--- config.mk ---
export PLATFORM = sky130hd
export DESIGN_NAME = regfile_dbg_port
export DESIGN_NICKNAME = d
export VERILOG_FILES = /design/src/rtl/regfile_dbg_port.sv
export SDC_FILE = /design/constraint.sdc
export NUM_CORES = 1
export LEC_CHECK = 0
export CAP_MARGIN = 15
export CORE_ASPECT_RATIO = 1.4
export CORE_MARGIN = 3
export CORE_UTILIZATION = 31
export CTS_CLUSTER_SIZE = 20
export DETAILED_ROUTE_END_ITERATION = 10
export PLACE_DENSITY = 0.78
export SYNTH_ARGS = -nofsm -noshare
export SYNTH_HDL_FRONTEND = slang
export SYNTH_SLANG_ARGS = --single-unit
export TNS_END_PERCENT = 1
--- constraint.sdc ---
create_clock -name clk -period 1.85 [get_ports clk]
set_clock_uncertainty 0.2 [all_clocks]
set_input_delay 0.37 -clock clk [delete_from_list [all_inputs] [get_ports clk]]
set_output_delay 0.37 -clock clk [all_outputs]
set_load 0.02 [all_outputs]
--- src/rtl/regfile_dbg_port.sv ---
// ============================================================================
// Module      : regfile_dbg_port
// Description : Debug master for the register-file port. DUMP streams X0..X31
//               out over valid/ready. LOAD writes X0..X30 from a valid/ready
//               stream.
// Revision    : 1.0 - initial release
// ============================================================================
`default_nettype none

module regfile_dbg_port #(
    parameter int N       = 64,
    parameter int NREGS   = 32,
    parameter int XZR_IDX = 31
) (
    input  logic         clk,
    input  logic         reset,
    input  logic         start,
    input  logic         mode,
    output logic         busy,
    output logic         done,
    output logic [4:0]   rf_ra,
    input  logic [N-1:0] rf_rd,
    output logic         rf_we,
    output logic [4:0]   rf_wa,
    output logic [N-1:0] rf_wd,
    output logic [N-1:0] out_data,
    output logic [4:0]   out_idx,
    output logic         out_valid,
    input  logic         out_ready,
    input  logic [N-1:0] in_data,
    input  logic         in_valid,
    output logic         in_ready
);

    localparam logic [4:0] c_last_dump = 5'(NREGS - 1);
    localparam logic [4:0] c_last_load = 5'(NREGS - 2);
    localparam logic [4:0] c_xzr       = 5'(XZR_IDX);
    localparam logic [4:0] c_one       = 5'd1;

    typedef enum logic [2:0] {
        S_IDLE  = 3'd0,
        S_D_RD  = 3'd1,
        S_D_OUT = 3'd2,
        S_LOAD  = 3'd3,
        S_DONE  = 3'd4
    } state_t;

    state_t         state_q, state_d;
    logic [4:0]     idx_q, idx_d;
    logic [N-1:0]   out_data_q, out_data_d;
    logic [4:0]     out_idx_q, out_idx_d;
    logic           out_valid_q, out_valid_d;

    always_comb begin
        state_d     = state_q;
        idx_d       = idx_q;
        out_data_d  = out_data_q;
        out_idx_d   = out_idx_q;
        out_valid_d = out_valid_q;
        rf_ra       = 5'd0;
        rf_we       = 1'b0;
        rf_wa       = 5'd0;
        rf_wd       = '0;
        in_ready    = 1'b0;

        case (state_q)
            S_IDLE: begin
                idx_d = 5'd0;
                if (start) begin
                    state_d = mode ? S_LOAD : S_D_RD;
                end
            end
            S_D_RD: begin
                rf_ra       = idx_q;
                // The zero register is reported as 0 whatever the file returns.
                out_data_d  = (idx_q == c_xzr) ? '0 : rf_rd;
                out_idx_d   = idx_q;
                out_valid_d = 1'b1;
                state_d     = S_D_OUT;
            end
            S_D_OUT: begin
                rf_ra = idx_q;
                if (out_valid_q && out_ready) begin
                    out_valid_d = 1'b0;
                    if (idx_q == c_last_dump) begin
                        state_d = S_DONE;
                    end else begin
                        idx_d   = idx_q + c_one;
                        state_d = S_D_RD;
                    end
                end
            end
            S_LOAD: begin
                in_ready = 1'b1;
                rf_wa    = idx_q;
                rf_wd    = in_data;
                rf_we    = in_valid;
                if (in_valid) begin
                    if (idx_q == c_last_load) begin
                        state_d = S_DONE;
                    end else begin
                        idx_d = idx_q + c_one;
                    end
                end
            end
            S_DONE: begin
                state_d = S_IDLE;
            end
            default: begin
                state_d = S_IDLE;
            end
        endcase
    end

    always_ff @(posedge clk) begin
        if (reset) begin
            state_q     <= S_IDLE;
            idx_q       <= 5'd0;
            out_data_q  <= '0;
            out_idx_q   <= 5'd0;
            out_valid_q <= 1'b0;
        end else begin
            state_q     <= state_d;
            idx_q       <= idx_d;
            out_data_q  <= out_data_d;
            out_idx_q   <= out_idx_d;
            out_valid_q <= out_valid_d;
        end
    end

    assign busy      = (state_q != S_IDLE);
    assign done      = (state_q == S_DONE);
    assign out_data  = out_data_q;
    assign out_idx   = out_idx_q;
    assign out_valid = out_valid_q;

    // A LOAD must never target the zero register.
    a_no_xzr_write: assert property (@(posedge clk) disable iff (reset)
        !(rf_we && rf_wa == c_xzr));

endmodule

`default_nettype wire
==> run_results.csv, run 1 <==
group,metric,value,unit
place,pre_cts_slack,-0.399,ns
die,placeableCoreArea,11500,um2
sta,timing_worst_slew_pin_value,0.488,ns
power_and_ir_drop,power_density,743,nW/um2
power_and_ir_drop,p_int,3920,uW
logic_synthesis,syn_inst,467,
cells_and_area,area.sequential,1570,um2
drt,vias,4666,
drt,wl_per_cell,20.3,um
logic_synthesis,synthAdderAreaFrac,1.01,%
die,rows,46,
logic_synthesis,synth.avg_cell_area,7.95,um2
power_and_ir_drop,leakage,0.00360,uW
die,top_level_ports,282,
grt,grt_first_pass_wirelength,26200,um
sta,postLayoutSetupSlackWorst,-0.179,ns
cells_and_area,final_common_cell,"sky130_fd_sc_hd__clkdlybuf4s50_1",
power_and_ir_drop,sw_frac_of_total,31.9,%
clock_network,clkLatencyLatePin,0.32,ns
die,die-height,136,um
grt,grt_overflow,0,
worst_setup_path,worst_r2r_path_cells,7,
worst_setup_path,worst_setup_path_end_kind,"output port",
worst_setup_path,crit_fanout,22,
worst_setup_path,critPathLaunch,"state_q[1]$_SDFFE_PP0P_",
power_and_ir_drop,share_clk_of_total_power,30.1,%
worst_setup_path,worst-r2r-setup-slack,-0.12,ns
worst_setup_path,data_arrival_time_of_the_worst_path,1.46,ns
clock_network,path_clk_slew,0.06,ns
logic_synthesis,synth_seq_area_share,42.0,%
cells_and_area,finish.instance_area,7760,um2
logic_synthesis,number_of_synthesized_register_bits,78,
die,die_extent_in_x,98.5,um
sta,normalized_max_slew_margin,67.5,%
cells_and_area,design.final.nets,886,
clock_network,cts_buffers,9,
run,max-cap-violations,0,
cells_and_area,share_of_final_layout_standard_cells_stronger_than_drive_strength_1,32.8,%
grt,grt_start_max_net_pins,70,
cells_and_area,layout.cells.most_common_list,"133 x sky130_fd_sc_hd__clkdlybuf4s50_1, 78 x sky130_fd_sc_hd__nand2_1, 75 x sky130_fd_sc_hd__buf_6, 73 x sky130_fd_sc_hd__dfxtp_1, 64 x sky130_fd_sc_hd__nand3b_1",
die,fp.dieArea,13400,um2
worst_setup_path,end_of_the_worst_register_to_register_path,"idx_q[0]$_SDFFE_PP0P_",
min_path,timing.hold.worst.class,"flop to flop",
sta,timing_max_transition_violations_final,0,
drt,detail_route.wirelength,18200,um
clock_network,cts.sinks,78,
clock_network,clock_tree.htree_level_count,3,
drt,detail-route-antenna-nets,0,
logic_synthesis,synth_compound_area_share,12.9,%
worst_setup_path,worst-path-buf-inv,3,
logic_synthesis,ys_async_sr_fraction,0,%
logic_synthesis,synth_enable_flop_cells,0,
logic_synthesis,synthesis.nets,604,
worst_setup_path,critical_path.top_delay_family,"simple AND/OR/NAND/NOR gates",
power_and_ir_drop,irDropWorstVdd,0.844,mV
clock_network,cts.path.max_buffers,2,
min_path,holdCritStartpoint,"out_data[2]$_SDFFE_PP0P_",
power_and_ir_drop,power.switching,1840,uW
worst_setup_path,worst_r2r_startpoint,"idx_q[0]$_SDFFE_PP0P_",
grt,first_global_vias,4577,
drt,drc,0,
die,initial_core_util,32.3,%
sta,rsz0062_at_grt,"yes",
place,dpl_cell_area,6970,um2
worst_setup_path,cp_data_required_time,1.28,ns
logic_synthesis,yosysUniqueCellTypes,31,
place,portBuffers,281,
min_path,min_path_cells,2,
sta,period_minus_slack,2.03,ns
worst_setup_path,slowest_stage_delay_on_critical_path,0.33,ns
logic_synthesis,yosys.area_share.simple,37.9,%
grt,grt_antenna_before_repair,0,
clock_network,cts_tree,"done",
logic_synthesis,synthMuxAreaShare,0.269,%
clock_network,cts_root_buf,"sky130_fd_sc_hd__clkbuf_16",
drt,drt_iter0_drc,221,
cells_and_area,area.growth.synth_to_final,109,%
sta,timing_hold_violations_final,0,
logic_synthesis,post_synth_xor_area_fraction,0.236,%
worst_setup_path,critical_path.slowest_cell,"sky130_fd_sc_hd__dfxtp_2",
outcome,violated_checks,"negative setup slack",
logic_synthesis,synth_top_flop_cell,"sky130_fd_sc_hd__dfxtp_1",
clock_network,cts-hold-fix-buffers,0,
min_path,min_to,"out_data[2]$_SDFFE_PP0P_",
drt,routed_via_density,5.20,
worst_setup_path,crit_chain,"nor2b_4, buf_4, buf_12, and3_4, buf_6",
place,place_congestion,0.824,
sta,period_share,110,%
logic_synthesis,syn-cell-area,3710,um2
worst_setup_path,critical_path.startpoint_type,"flop",
logic_synthesis,combinational_family_with_the_most_area_after_synthesis,"simple AND/OR/NAND/NOR gates",
logic_synthesis,synth_warn,0,
place,dpl.hpwl,13400,um
grt,global_route.usage.total,25.4,%
power_and_ir_drop,comb_power_share,36.3,%
drt,number_of_optimization_iterations_in_the_first_detailed_route_pass,4,
power_and_ir_drop,power.share.sequential,33.6,%
cells_and_area,utilization_after_layout,67.4,%
sta,finalSetupViolCount,93,
worst_setup_path,worst-setup-path-type,"flop to output port",
sta,max_clock_freq,493,MHz
cells_and_area,final.fill_count,916,
outcome,run_status,"finished, violations left",
cells_and_area,multi_input_area,2300,um2
-- routing by layer --
metal / global-route usage, % / vias to the layer above / part of all wire (%)
li1: - / 2180 / -
met1: 33.1 / 2216 / 40
met2: 39.9 / 255 / 47
met3: 9.53 / 15 / 11
met4: 6.23 / 0 / 1.3
met5: 0 / - / 0
-- power by group through the flow --
stage,clock network [uW],logic [uW],registers (uW)
after floorplan,0,734,2120
after global placement,0,1910,1950
after detailed placement,0,1940,1970
after CTS,1770,1920,1930
after global routing,1840,2230,1950
final,1740,2090,1930
-- metrics by stage --
step	instances	total power [uW]	hold WS (ns)	setup TNS [ns]
5_1_grt	897	6020	0.268	-17.81
6_report	898	5760	0.249	-10.18
4_1_cts	890	5610	0.249	-11.03
2_1_floorplan	467	2860	0.274	-0.119
3_3_place_gp	875	3860	0.238	-26.41
3_5_place_dp	875	3900	0.243	-28.48
-- layout make-up --
type,instances,area share [%]
Timing Repair Buffer,321,43.9
Multi-Input combinational cell,337,29.7
Sequential cell,78,20.2
Clock buffer,11,3.13
Tap cell,144,2.32
Clock inverter,4,0.613
Inverter,2,0.0968
Antenna cell,1,0.0323
-- Yosys cell counts, types with 2 or more instances --
cell type	count	share of area (%)
sky130_fd_sc_hd__clkbuf_1	42	4.2
sky130_fd_sc_hd__or4_1	4	0.81
sky130_fd_sc_hd__a21oi_1	76	10
sky130_fd_sc_hd__nor3_1	4	0.54
sky130_fd_sc_hd__nand3b_1	64	13
sky130_fd_sc_hd__and3_1	70	12
sky130_fd_sc_hd__dfxtp_1	78	42
sky130_fd_sc_hd__inv_1	2	0.20
sky130_fd_sc_hd__a31oi_1	2	0.34
sky130_fd_sc_hd__nor2_1	7	0.71
sky130_fd_sc_hd__ha_1	3	1.0
sky130_fd_sc_hd__a211oi_1	2	0.40
sky130_fd_sc_hd__buf_2	7	0.94
sky130_fd_sc_hd__nand2b_1	4	0.67
sky130_fd_sc_hd__nand2_1	79	8.0
sky130_fd_sc_hd__o21ai_0	4	0.54
sky130_fd_sc_hd__o31ai_1	2	0.40
sky130_fd_sc_hd__and2_1	4	0.67
-- worst max path at each step --
| stage | endpoint | cells past startpoint |
|---|---|---|
| after floorplan | done | 4 |
| after global placement | rf_wd[28] | 3 |
| after detailed placement | rf_wd[29] | 3 |
| after CTS | rf_we | 5 |
| after global routing | rf_ra[1] | 6 |
| final | rf_wd[31] | 5 |
-- cells by family after synthesis --
logic type               count (synthesis)
AO/OA/AOI/OAI                           89
XOR/XNOR                                 1
adder cells (fa/ha/maj)                  3
buffers and inverters                   52
flip-flops                              78
multiplexers                             1
AND/OR/NAND/NOR                        243
-- registers in the layout, summed over array words and instances, names as in the netlist --
register	cells
out_data	64
idx_q	5
out_idx	5
state_q	3
out_valid	1
-- worst register-to-register path, cell delays in order (launching register included) --
cell and delay [ns]:
sky130_fd_sc_hd__dfxtp_2 0.36, sky130_fd_sc_hd__inv_1 0.09, sky130_fd_sc_hd__buf_4 0.14, sky130_fd_sc_hd__ha_1 0.18, sky130_fd_sc_hd__nand4_1 0.16, sky130_fd_sc_hd__a31oi_4 0.18, sky130_fd_sc_hd__or4_4 0.46, sky130_fd_sc_hd__a21oi_2 0.13
-- timing repair --
| action | CTS | global route |
|---|---|---|
| resized for setup | 417 | 102 |
| pin swaps | 12 | 56 |
| endpoints found under the setup margin | 175 | 167 |
| buffers inserted | 0 | 5 |
| cloned | 0 | 2 |
Note: power is estimated with default switching activity, not from simulation.
==> run 2, diff against run 1 <==
- REMOVE_ABC_BUFFERS: not set -> 1
==> run 2 against run 1 <==
Against the previous run:
- the flow still finishes with violations (negative setup slack)
- final area down 4.1%
- final cell count is 0.56% lower
- utilization shrank 2.8 points
- combinational power decreased by 3%
- via count down 1.9%
- routed wire length down 12%
- die area is the same
- setup slack got worse by 0.052 ns
- flip-flop and latch count stayed put
- critical path depth stayed put
- non-clock buffer count is 4 lower
- register-to-register slack worse by 0.09 ns
- critical path type unchanged
- critical endpoint is now rf_wd[49]
- largest cell class unchanged
==> run_results.csv, run 2 (synthesis results as in run 1) <==
group,metric,value,unit
sta,hold_slack,0.247,ns
clock_network,cts-hold-fix-buffers,0,
die,die-height,136,um
die,rows,46,
grt,grt_overflow,0,
clock_network,path_clk_slew,0.06,ns
cells_and_area,final_common_cell,"sky130_fd_sc_hd__clkdlybuf4s50_1",
power_and_ir_drop,power_density,796,nW/um2
cells_and_area,share_of_final_layout_standard_cells_stronger_than_drive_strength_1,22.2,%
grt,grt_first_pass_wirelength,22400,um
die,fp.dieArea,13400,um2
drt,drc,0,
grt,first_global_vias,4378,
cells_and_area,largest_register_ffs,64,
min_path,timing.hold.worst.class,"flop to flop",
die,top_level_ports,282,
sta,postLayoutSetupSlackWorst,-0.231,ns
worst_setup_path,crit_fanout,25,
grt,grt_start_max_net_pins,79,
place,dpl.hpwl,11600,um
worst_setup_path,critical_path.startpoint_type,"flop",
cells_and_area,final.fill_count,955,
clock_network,clkLatencyLatePin,0.32,ns
cells_and_area,insertedDiodeCount,0,
drt,detail_route.wirelength,16100,um
sta,max_clock_freq,481,MHz
clock_network,cts_tree,"done",
sta,timing_worst_slew_pin_value,0.380,ns
worst_setup_path,worst-setup-path-type,"flop to output port",
sta,setup_tns,-11.53,ns
grt,global_route.usage.total,21.0,%
run,max-cap-violations,0,
clock_network,cts.path.max_buffers,2,
cells_and_area,area.growth.synth_to_final,100,%
power_and_ir_drop,irDropWorstVdd,0.396,mV
sta,timing_max_transition_violations_final,0,
die,die_extent_in_x,98.5,um
cells_and_area,layout.cells.most_common_list,"141 x sky130_fd_sc_hd__clkdlybuf4s50_1, 77 x sky130_fd_sc_hd__nand2_1, 74 x sky130_fd_sc_hd__a21oi_1, 73 x sky130_fd_sc_hd__dfxtp_1, 64 x sky130_fd_sc_hd__nand3b_1",
die,placeableCoreArea,11500,um2
drt,drt_iter0_drc,201,
die,initial_core_util,32.3,%
place,place_congestion,0.842,
place,portBuffers,281,
worst_setup_path,data_arrival_time_of_the_worst_path,1.51,ns
worst_setup_path,worst_setup_path_end_kind,"output port",
sta,finalSetupViolCount,83,
outcome,violated_checks,"negative setup slack",
clock_network,cts_root_buf,"sky130_fd_sc_hd__clkbuf_16",
clock_network,cts.sinks,78,
sta,timing_hold_violations_final,0,
drt,vias,4578,
sta,normalized_max_slew_margin,74.6,%
drt,number_of_optimization_iterations_in_the_first_detailed_route_pass,4,
power_and_ir_drop,leakage,0.00366,uW
outcome,run_status,"finished, violations left",
sta,period_minus_slack,2.08,ns
sta,rsz0062_at_grt,"yes",
clock_network,cts_buffers,9,
cells_and_area,design.final.nets,882,
clock_network,clock_tree.htree_level_count,3,
worst_setup_path,cp_data_required_time,1.28,ns
drt,detail-route-antenna-nets,0,
drt,routed_via_density,5.13,
cells_and_area,utilization_after_layout,64.6,%
grt,grt_antenna_before_repair,0,
drt,wl_per_cell,18.0,um
sta,period_share,112,%
## run 2: critical path: stages, from the launching register on
cell and delay, ns:
sky130_fd_sc_hd__dfxtp_2 0.32, sky130_fd_sc_hd__nor2b_4 0.22, sky130_fd_sc_hd__buf_4 0.16, sky130_fd_sc_hd__clkbuf_16 0.18, sky130_fd_sc_hd__and3_1 0.17, sky130_fd_sc_hd__buf_4 0.14
## run 2: layer usage
layer / share of wire [%] / GRT usage [%]
met5: 0 / 0
met4: 2.2 / 7.97
met3: 7.6 / 5.72
met2: 51 / 37.5
met1: 39 / 23.7
## run 2: cell type report
type / instances / area, um2 / area share [%]
repair buffers: 317 / 3230 / 43.4
clock buffers: 11 / 243 / 3.26
clock inverters: 4 / 95.1 / 1.28
multi-input cells: 337 / 2120 / 28.5
inverters: 2 / 7.51 / 0.101
flip-flops and latches: 78 / 1570 / 21.1
well taps: 144 / 180 / 2.42
## run 2: through the flow
step                      instance area [um2]  total power [uW]  cells  worst slack [ns]
after floorplan                          3510              2730    417             -2.18
after global placement                   6790              3790    873            -0.384
after detailed placement                 6790              3840    873            -0.378
after CTS                                7120              5800    888            -0.262
after global routing                     7440              6180    893            -0.282
final                                    7440              5920    893            -0.231
## run 2: worst paths after layout
kind	startpoint	endpoint	slack, ns	depth (start not counted)
max	state_q[1]$_SDFFE_PP0P_	rf_wd[49]	-0.23	5
min	out_data[27]$_SDFFE_PP0P_	out_data[27]$_SDFFE_PP0P_	0.25	2
max reg2reg	idx_q[0]$_SDFFE_PP0P_	idx_q[3]$_SDFFE_PP0P_	-0.21	7
min reg2reg	out_data[27]$_SDFFE_PP0P_	out_data[27]$_SDFFE_PP0P_	0.25	2
## run 2: repair_timing
| action | CTS | global route |
|---|---|---|
| buffers inserted | 0 | 3 |
| gates cloned | 0 | 2 |
| setup endpoints to repair | 184 | 177 |
| gates resized for setup | 354 | 123 |
| pin swaps | 2 | 14 |
## run 2: power breakdown
part | leakage (uW) | internal (uW) | switching, uW
Clock | 0.000166 | 1340 | 632
Combinational | 0.00286 | 974 | 1040
Sequential | 0.000637 | 1840 | 89.2
Total | 0.00366 | 4160 | 1760
==> run 3, diff against run 2 <==
- CORE_UTILIZATION: 31 -> 30
- PLACE_DENSITY: 0.78 -> 0.76
- RECOVER_POWER: not set -> 25
- clock period: 1.85 -> 1.7 ns (I/O delays scaled with it)
==> run 3 against run 2 <==
Against the previous run:
- highest routed layer unchanged
- final area rose by 3.8%
- combinational power rose by 16%
- via count rose by 0.35%
- largest cell class unchanged
- final cell count rose by 1.3%
- the flow still finishes with violations (negative setup slack)
==> run_results.csv, run 3 (synthesis results as in run 1) <==
group,metric,value,unit
cells_and_area,final.fill_count,974,
power_and_ir_drop,comb_power_share,36.3,%
clock_network,cts.sinks,78,
power_and_ir_drop,power.share.sequential,32.5,%
worst_setup_path,critPathLaunch,"state_q[1]$_SDFFE_PP0P_",
drt,drc,0,
sta,rsz0062_at_grt,"yes",
cells_and_area,largest_register_ffs,64,
min_path,min_path_cells,2,
clock_network,path_clk_slew,0.06,ns
worst_setup_path,worst-setup-path-type,"flop to output port",
cells_and_area,share_of_final_layout_standard_cells_stronger_than_drive_strength_1,27.2,%
worst_setup_path,cp_data_required_time,1.16,ns
cells_and_area,layout.cells.most_common_list,"132 x sky130_fd_sc_hd__clkdlybuf4s50_1, 78 x sky130_fd_sc_hd__nand2_1, 76 x sky130_fd_sc_hd__buf_6, 75 x sky130_fd_sc_hd__dfxtp_1, 70 x sky130_fd_sc_hd__dlygate4sd2_1",
grt,grt_first_pass_wirelength,23500,um
power_and_ir_drop,irDropWorstVdd,0.437,mV
power_and_ir_drop,p_int,4480,uW
cells_and_area,insertedDiodeCount,0,
outcome,violated_checks,"negative setup slack",
sta,timing_hold_violations_final,0,
clock_network,clock_tree.htree_level_count,3,
cells_and_area,design.final.nets,890,
place,portBuffers,281,
drt,wl_per_cell,17.7,um
grt,grt_antenna_before_repair,0,
die,placeableCoreArea,11900,um2
place,dpl_cell_area,6840,um2
worst_setup_path,crit_fanout,11,
min_path,timing.hold.worst.class,"flop to flop",
die,initial_core_util,31.1,%
worst_setup_path,worst_setup_path_end_kind,"output port",
place,dpl.hpwl,11700,um
worst_setup_path,worst_r2r_startpoint,"state_q[0]$_SDFFE_PP0P_",
power_and_ir_drop,power.switching,1970,uW
cells_and_area,finish.instance_area,7720,um2
sta,postLayoutSetupSlackWorst,-0.347,ns
cells_and_area,utilization_after_layout,64.7,%
die,fp.dieArea,13800,um2
worst_setup_path,critical_path.startpoint_type,"flop",
grt,grt_overflow,0,
clock_network,cts.path.max_buffers,2,
worst_setup_path,worst_r2r_path_cells,5,
drt,detail_route.wirelength,16100,um
sta,period_minus_slack,2.05,ns
worst_setup_path,worst-r2r-setup-slack,-0.31,ns
drt,drt_iter0_drc,161,
min_path,min_to,"out_data[34]$_SDFFE_PP0P_",
power_and_ir_drop,leakage,0.00338,uW
drt,number_of_optimization_iterations_in_the_first_detailed_route_pass,4,
power_and_ir_drop,power_density,836,nW/um2
clock_network,cts_tree,"done",
cells_and_area,area.growth.synth_to_final,108,%
run,max-cap-violations,0,
die,die_extent_in_x,100,um
sta,period_share,120,%
sta,max_clock_freq,489,MHz
sta,setup_tns,-23.57,ns
cells_and_area,final_common_cell,"sky130_fd_sc_hd__clkdlybuf4s50_1",
place,place_congestion,0.827,
grt,global_route.usage.total,21.6,%
clock_network,clkLatencyLatePin,0.33,ns
die,top_level_ports,282,
grt,grt_start_max_net_pins,79,
outcome,run_status,"finished, violations left",
sta,timing_worst_slew_pin_value,0.388,ns
clock_network,cts_root_buf,"sky130_fd_sc_hd__clkbuf_16",
die,rows,47,
clock_network,cts_buffers,9,
drt,routed_via_density,5.08,
die,die-height,138,um
sta,normalized_max_slew_margin,74.1,%
worst_setup_path,data_arrival_time_of_the_worst_path,1.51,ns
min_path,holdCritStartpoint,"out_data[34]$_SDFFE_PP0P_",
power_and_ir_drop,share_clk_of_total_power,31.2,%
sta,timing_max_transition_violations_final,0,
sta,finalSetupViolCount,95,
grt,first_global_vias,4606,
sta,hold_slack,0.247,ns
drt,detail-route-antenna-nets,0,
power_and_ir_drop,report.power.total,6460,uW
drt,vias,4594,
worst_setup_path,end_of_the_worst_register_to_register_path,"idx_q[2]$_SDFFE_PP0P_",
power_and_ir_drop,sw_frac_of_total,30.6,%
-- run 3: cell count changes in the layout (fill, tap and decap cells not counted), sizes merged --
cell           delta
dlymetal6s2s     -27
clkdlybuf4s50     -9
dlygate4sd2      +36
clkbuf            -1
bufinv            -1
buf              +10
clkinv            +1
-- run 3: what timing repair did --
item                                    in CTS  in global routing
endpoints found under the setup margin     225                153
cloned                                       3                  0
setup buffers                                9                  0
pin swaps                                   45                 38
hold buffers                                 0                  0
gates resized for setup                    566                 39
-- run 3: layout make-up --
cell class	instances	area, um2	area share (%)
Inverter	2	10.0	0.130
Clock buffer	12	246	3.19
Timing Repair Buffer	325	3370	43.7
Multi-Input combinational cell	337	2270	29.4
Clock inverter	4	70.1	0.908
Tap cell	147	184	2.38
Sequential cell	78	1570	20.3
-- run 3: worst max-delay path by stage --
stage / to / slack (ns) / depth (start not counted)
after detailed placement: rf_wd[9] / -0.51 / 3
after global routing: rf_wd[49] / -0.42 / 6
final: rf_wd[32] / -0.35 / 6
after CTS: rf_wd[9] / -0.35 / 6
after floorplan: out_data[0]$_SDFFE_PP0P_ / -2.33 / 4
after global placement: rf_wd[54] / -0.51 / 3
-- run 3: critical path, cell delays in order (launching register included) --
cell and delay, ns:
sky130_fd_sc_hd__dfxtp_2 0.33, sky130_fd_sc_hd__nor2b_4 0.17, sky130_fd_sc_hd__buf_6 0.13, sky130_fd_sc_hd__buf_6 0.11, sky130_fd_sc_hd__buf_12 0.11, sky130_fd_sc_hd__and3_4 0.21
sky130_fd_sc_hd__buf_6 0.12
-- run 3: routing by layer --
metal / global-route usage [%] / share of wire (%) / routed length [um] / vias to the layer above
li1: - / - / - / 2190
met1: 25.5 / 39 / 6300 / 2161
met2: 38.5 / 51 / 8260 / 225
met3: 5.32 / 7.7 / 1230 / 18
met4: 6.37 / 1.6 / 255 / 0
met5: 0 / 0 / 0 / -
-- run 3: power groups by stage --
stage / clock [uW] / combinational [uW] / sequential, uW
detailed placement: 0 / 2060 / 2140
global route: 2140 / 2500 / 2120
floorplan: 0 / 609 / 2360
finish: 2010 / 2340 / 2100
CTS: 2070 / 2260 / 2100
global placement: 0 / 2020 / 2130
-- run 3: per-stage QoR --
step | setup WS, ns | std cells
6_report | -0.347 | 905
2_1_floorplan | -2.33 | 417
3_5_place_dp | -0.507 | 877
3_3_place_gp | -0.512 | 877
5_1_grt | -0.415 | 905
4_1_cts | -0.346 | 905
